File: config.mk
export PLATFORM = sky130hd
export DESIGN_NAME = neuron_fire_fsm
export DESIGN_NICKNAME = d
export VERILOG_FILES = /design/src/rtl/neuron_fire_fsm.sv
export SDC_FILE = /design/constraint.sdc
export NUM_CORES = 1
export LEC_CHECK = 0
export ABC_AREA = 1
export CAP_MARGIN = 20
export CORE_MARGIN = 5
export CORE_UTILIZATION = 43
export DETAILED_ROUTE_END_ITERATION = 12
export PLACE_DENSITY = 0.71
export SYNTH_ARGS = -nofsm -noshare
export SYNTH_HDL_FRONTEND = slang
export SYNTH_SLANG_ARGS = --single-unit
File: constraint.sdc
create_clock -name CK -period 4.2 [get_ports CK]
set_clock_uncertainty 0.1 [all_clocks]
set_input_delay 1.05 -clock CK [delete_from_list [all_inputs] [get_ports CK]]
set_output_delay 1.05 -clock CK [all_outputs]
set_load 0.01 [all_outputs]
File: src/rtl/neuron_fire_fsm.sv
// Leaky integrate-and-fire stage fed by the 10-input frame accumulator.
// Integrates each completed frame sum, fires a one-cycle spike at threshold, then goes refractory.
module neuron_fire_fsm #(
  parameter int SUM_W      = 11,
  parameter int VM_W       = 12,
  parameter int THRESH     = 1000,
  parameter int LEAK_SHIFT = 0,
  parameter int REFRAC_CYC = 3,
  parameter int CNT_W      = 8
) (
  input  logic             CK,
  input  logic             RST,
  input  logic             SUM_VALID,
  input  logic [SUM_W-1:0] SUM,
  output logic             SPIKE,
  output logic [VM_W-1:0]  VMEM,
  output logic             REFRAC_ACT,
  output logic             DROP,
  output logic [CNT_W-1:0] SPIKE_CNT
);

  localparam int RC_W = (REFRAC_CYC > 1) ? $clog2(REFRAC_CYC + 1) : 1;
  localparam logic [VM_W-1:0] THR  = VM_W'(THRESH);
  localparam logic [RC_W-1:0] RC_LOAD = RC_W'(REFRAC_CYC);

  if (VM_W <= SUM_W) begin : g_bad_width
    $error("neuron_fire_fsm: VM_W must exceed SUM_W");
  end

  typedef enum logic [1:0] {
    IDLE   = 2'd0,
    FIRE   = 2'd1,
    REFRAC = 2'd2
  } state_t;

  state_t state, state_nxt;

  logic [RC_W-1:0]  rc_cnt, rc_cnt_nxt;
  logic [VM_W-1:0]  vmem_nxt;
  logic             spike_nxt, refrac_nxt, drop_nxt;
  logic [CNT_W-1:0] cnt_nxt;
  logic [VM_W:0]    cand;
  logic [VM_W-1:0]  cand_sat;
  logic             fire;

  function automatic logic [VM_W-1:0] leak_of(input logic [VM_W-1:0] v);
    if (LEAK_SHIFT == 0) return '0;
    return v >> LEAK_SHIFT;
  endfunction

  function automatic logic [VM_W-1:0] sat_vmem(input logic [VM_W:0] c);
    return c[VM_W] ? {VM_W{1'b1}} : c[VM_W-1:0];
  endfunction

  function automatic logic [CNT_W-1:0] sat_inc(input logic [CNT_W-1:0] c);
    return (&c) ? c : c + CNT_W'(1);
  endfunction

  // Leak never exceeds VMEM, so the extra top bit only ever holds overflow from the sum.
  always_comb begin
    cand     = {1'b0, VMEM} - {1'b0, leak_of(VMEM)} + (VM_W+1)'(SUM);
    cand_sat = sat_vmem(cand);
    fire     = (cand_sat >= THR);
  end

  always_comb begin
    state_nxt  = state;
    rc_cnt_nxt = rc_cnt;
    vmem_nxt   = VMEM;
    spike_nxt  = 1'b0;
    refrac_nxt = 1'b0;
    drop_nxt   = 1'b0;
    cnt_nxt    = SPIKE_CNT;
    case (state)
      IDLE: begin
        if (SUM_VALID) begin
          if (fire) begin
            state_nxt = FIRE;
            vmem_nxt  = '0;
            spike_nxt = 1'b1;
            cnt_nxt   = sat_inc(SPIKE_CNT);
          end else begin
            vmem_nxt = cand_sat;
          end
        end
      end
      FIRE: begin
        drop_nxt = SUM_VALID;
        if (REFRAC_CYC == 0) begin
          state_nxt = IDLE;
        end else begin
          state_nxt  = REFRAC;
          rc_cnt_nxt = RC_LOAD;
          refrac_nxt = 1'b1;
        end
      end
      REFRAC: begin
        // Strobes landing here are lost for good; there is no replay buffer.
        drop_nxt = SUM_VALID;
        if (rc_cnt <= RC_W'(1)) begin
          state_nxt  = IDLE;
          rc_cnt_nxt = '0;
        end else begin
          rc_cnt_nxt = rc_cnt - RC_W'(1);
          refrac_nxt = 1'b1;
        end
      end
      default: begin
        state_nxt  = IDLE;
        rc_cnt_nxt = '0;
      end
    endcase
  end

  always_ff @(posedge CK) begin
    if (RST) begin
      state      <= IDLE;
      rc_cnt     <= '0;
      VMEM       <= '0;
      SPIKE      <= 1'b0;
      REFRAC_ACT <= 1'b0;
      DROP       <= 1'b0;
      SPIKE_CNT  <= '0;
    end else begin
      state      <= state_nxt;
      rc_cnt     <= rc_cnt_nxt;
      VMEM       <= vmem_nxt;
      SPIKE      <= spike_nxt;
      REFRAC_ACT <= refrac_nxt;
      DROP       <= drop_nxt;
      SPIKE_CNT  <= cnt_nxt;
    end
  end

endmodule

## After elaboration in Yosys (flattened, before gate mapping)

Cells that the tools add are included.
Widths: inputs -> output; s select.

- Output and inout bits: 23
- Bits in latches: 0
- RAM bits: 0
- Flip-flop bits (word level): 27
- Memory bits (read-only): 0
- Word-level logic and storage cells: 40
- Memories: 0

- Add/subtract/negate cells: 3
- Shifts and indexed selects: 0
- $mul: 0
- Equal/unequal tests: 5
- Bitwise operators: 4
- Multiplexer cells: 11
- $lt $le $gt $ge: 2
- Reductions and logical operators: 8
- Divide/modulo/power cells: 0

Operator list:

| kind | number |
|---|---|
| $mux 12 | 2 |
| $add 12x11->13 | 1 |
| $ge 12x10->1 const B | 1 |
| $pmux 2 s3 | 2 |
| $add 8x1->8 const B | 1 |
| $mux 2 | 4 |
| $reduce_and 8->1 | 1 |
| $ne 2x2->1 const B | 3 |
| $not 1->1 | 4 |
| $reduce_and 4->1 | 1 |
| $reduce_or 2->1 | 2 |
| $reduce_and 3->1 | 1 |
| $reduce_or 3->1 | 1 |
| $eq 2x1->1 const B | 1 |
| $eq 2x2->1 const B | 1 |
| $le 2x1->1 const B | 1 |
| $logic_not 2->1 | 1 |
| $mux 1 | 2 |
| $pmux 1 s2 | 1 |
| $reduce_and 2->1 | 1 |
| $sub 2x1->2 const B | 1 |

## Longest topological paths before layout

- Depth in word-level cells: 6
- Depth in mapped cells: 18
- Gate-level depth less buffers: 17

## Least setup slack after synthesis

No wires, ideal clock.

- Path type: input to register
- Start point: input SUM[0]
- End point: register VMEM[0]
- Buffers on the path: 2
- Slack: 1136 ps
- Data required time: 4030 ps
- Arrival time: 2894 ps
- Library setup time: 70 ps
- Cell stages on the path: 17
- Path through: ha_1 -> fa_1 -> nand2_1 -> nand2_1 -> nand2_2 -> nor2_2 -> nor2_2 -> buf_6 -> nand2_1 -> nand2_1 -> nor2_1 -> nand2_2 -> nand2_2 -> buf_6 -> nor2_8 -> o21ai_1 -> a21oi_1

- Longest elaborated chain between the ends: 4

Ends and longest elaborated chain:

| what | RTL line | source |
|---|---|---|
| start: declaration | 14 | `input logic [SUM_W-1:0] SUM,` |
| $add 12x11->13 * | 61 | `cand = {1'b0, VMEM} - {1'b0, leak_of(VMEM)} + (VM_W+1)'(SUM);` |
| $mux 12 * | 52 | `return c[VM_W] ? {VM_W{1'b1}} : c[VM_W-1:0];` |
| $ge 12x10->1 | 63 | `fire = (cand_sat >= THR);` |
| $mux 12 * | 77 | `if (fire) begin` |
| end signal: assignment | 127 | `VMEM <= vmem_nxt;` |
| end: declaration | 16 | `output logic [VM_W-1:0] VMEM,` |

Every way passes the cells marked *; elsewhere a longest branch is shown, timed or not.
A chain may end at the register's enable or synchronous reset.

## Worst setup path after layout

- Start point: input SUM[0]
- End point: register SPIKE_CNT[6]

- Longest elaborated chain between the ends: 4

Ends and longest elaborated chain:

| what | RTL line | source |
|---|---|---|
| $add 12x11->13 | 61 |  |
| $mux 12 | 52 |  |
| $ge 12x10->1 | 63 |  |
| $reduce_and 4->1 (no source line) | - |  |
| end signal: assignment | 131 | `SPIKE_CNT <= cnt_nxt;` |
| end: declaration | 19 | `output logic [CNT_W-1:0] SPIKE_CNT` |

No other way between the ends.

==> reports/results.txt <==
Run status: finished clean
CTS H-tree depth: 1
Synth cell types: 25
Vias in the first global route: 1,755
RSZ-0062 raised after global routing: no
Worst hold path type: reg -> reg
Clock Sinks: 27
Crit path DAT: 3770 ps
Fmax: 0.274 GHz
Worst Path Required: 4320 ps
Global-route wire length before repair: 7.87 mm
Yosys warning count: 0
Clk Latency, worst-skew pair: 290 ps
Post-DP HPWL: 3.53 mm
CP Max Fanout: 11
Pint: 0.000544 W
Fin Setup TNS: 0 ps
Final hold viol count: 0
Worst-margin pin slew: 386 ps
Drt initial violations: 111
Syn nets: 330
Synthesized area: 0.00194 mm2
CTS tree: yes
PD cells: 394 mW/mm2
CTS clock-pin slew for the worst setup and hold paths: 100 ps
Crit end category: flip-flop
Die area: 0.00595 mm2
Setup violations, final: 0
Fill count: 438
Routed length per placed instance: 11.8 um
DIE WIDTH: 77.1 um
Site Rows: 24
Max-cap viol count: 0
Avg Cell Area, Syn: 6.48 um2
PortBufs: 36
Post-DRT Antenna Nets: 0
Critical path launch point type: input pin
GPL Wtd Cong: 0.912
Seq cells post-synth: 27
# hold bufs at CTS: 0
Pin count of the biggest net entering global routing: 26
WL final: 4.57 mm
Ratio of routed vias to standard cells: 4.98
Gate Count Post-Synth: 299
CTS resizes: 0
Die Y: 77.1 um
GR Overflow Total: 0
DRT Pass-1 Iters: 4
Post-CTS Setup Bufs: 0
CTS max path bufs: 2
Pleak: 1.14 nW
Register area share after synthesis: 0.279
Tcrit/Tclk final: 0.869
Core area: 0.00435 mm2
Final Max Tran Viols: 0
Combinational group share of total power: 0.494
Initial antenna violation count: 0
Slew HR: 0.743
Cell Area, Placed: 0.00234 mm2
Register share of total power: 0.337
Vias: 1,923
Final critical path time including I/O delays and setup: 3650 ps
Layout cells sized above 1: 0.0449
Critical path type: in -> reg
Clk root buf: clkbuf_8
Gr usage total: 0.156
Sw Ratio: 0.421
Part of the power in the clock network: 0.169
Ant diodes: 0
Area grow syn2layout: 22.9%
CTS buffer count: 3
P_sw: 0.000396 W
Final net count: 366
Initial Util: 0.445
Final Instance Area: 0.00238 mm2
Peak VDD IR: 0.235 mV
DRC viols: 0
Io pins: 37
==> layer usage <==
layer | global-route usage | wire (um) | share of wire | up-vias
met5 | 0 | 0 | 0 | -
met4 | 0.0498 | 59 | 0.013 | 0
met3 | 0.0269 | 170 | 0.037 | 5
met2 | 0.265 | 2230 | 0.49 | 25
met1 | 0.197 | 2110 | 0.46 | 861
li1 | - | - | - | 1032
==> Yosys cell counts <==
cell type | count | area, um2
and2_4 | 1 | 8.76
fa_1 | 1 | 20.0
nand2_2 | 3 | 18.8
nand2_1 | 105 | 394
nand3_2 | 1 | 10.0
or2_1 | 1 | 6.26
dfxtp_1 | 27 | 541
a21oi_1 | 24 | 120
nor2_8 | 1 | 20.0
o21ai_0 | 4 | 20.0
ha_1 | 16 | 200
o21ai_1 | 2 | 10.0
nand3_1 | 18 | 90.1
inv_1 | 36 | 135
nand3b_1 | 4 | 30.0
xnor2_1 | 3 | 26.3
a21boi_0 | 1 | 7.51
nand4_1 | 12 | 75.1
clkbuf_1 | 5 | 18.8
xor2_1 | 5 | 43.8
nor3_1 | 5 | 25.0
buf_6 | 2 | 22.5
or2_4 | 1 | 8.76
nor2_1 | 18 | 67.6
nor2_2 | 3 | 18.8
==> flip-flops by register name, summed over array words and instances (netlist names) <==
signal and count:
VMEM 12, SPIKE_CNT 8, rc_cnt 2, state 2, DROP 1, REFRAC_ACT 1, SPIKE 1
==> worst max-delay path, stage by stage <==
cell and delay, ps:
clkdlybuf4s50_1 400, ha_1 230, fa_1 390, nand2_1 100, nand2_1 100, nand2_2 90, nor2_2 50, nor2_2 320
nand2_1 130, nand2_1 90, nor2_1 50, nand2_2 80, nand2_2 170, nand3_1 300, nand2_1 80, a21oi_1 140
==> worst paths after layout <==
kind,cells after the start,to,slack [ps],start
setup / recovery,16,SPIKE_CNT[6]$_SDFFE_PP0P_,550,SUM[0]
hold / removal,2,rc_cnt[0]$_SDFFE_PP0P_,370,rc_cnt[0]$_SDFFE_PP0P_
setup reg to reg,15,SPIKE_CNT[6]$_SDFFE_PP0P_,1390,VMEM[0]$_SDFFE_PP0P_
hold reg to reg,2,rc_cnt[0]$_SDFFE_PP0P_,370,rc_cnt[0]$_SDFFE_PP0P_
==> cell usage in the layout (no fill, tap or decap), types with 4 or more instances in the layout <==
cell type        count
clkdlybuf4s50_1     36
ha_1                16
inv_1               36
dfxtp_1             27
xor2_1               5
nand3b_1             4
a21oi_1             24
nor2_1              18
nand4_1             12
nor3_1               5
nand3_1             18
o21ai_0              4
nand2_1            105
==> power by group through the flow <==
stage | sequential [W] | combinational (W) | clock (W)
after global placement | 0.000323 | 0.000462 | 0
after floorplan | 0.000330 | 0.000321 | 0
after global routing | 0.000323 | 0.000533 | 0.000166
after CTS | 0.000317 | 0.000467 | 0.000161
final | 0.000317 | 0.000465 | 0.000159
after detailed placement | 0.000323 | 0.000464 | 0
==> final cells by class <==
type	instances	area, um2	share of cell area
inverters	36	135	0.0567
repair buffers	38	375	0.158
well taps	52	65.1	0.0273
multi-input cells	229	1220	0.513
flip-flops and latches	27	541	0.227
clock buffers	4	45.0	0.0189
==> cell families (layout without fill, tap and decap cells) <==
group | Yosys count | after routing | share of synthesized area
and+or+nand+nor | 173 | 173 | 0.399
buffers and inverters | 43 | 78 | 0.0910
AOI/OAI and AO/OA | 31 | 31 | 0.0813
DFF | 27 | 27 | 0.279
adders and majority gates | 17 | 17 | 0.114
xor gates and xnor gates | 8 | 8 | 0.0362
==> metrics by stage <==
stage | util | power, W | instances | hold slack (ps) | worst slack [ps]
floorplan | - | 0.000651 | 299 | 346 | 1140
global placement | 0.537 | 0.000785 | 382 | 356 | 331
detailed placement | 0.537 | 0.000787 | 382 | 359 | 272
CTS | 0.547 | 0.000945 | 386 | 372 | 550
global route | 0.547 | 0.00102 | 386 | 406 | 226
finish | 0.547 | 0.000940 | 386 | 372 | 552
(Power assumes the default switching activity.)
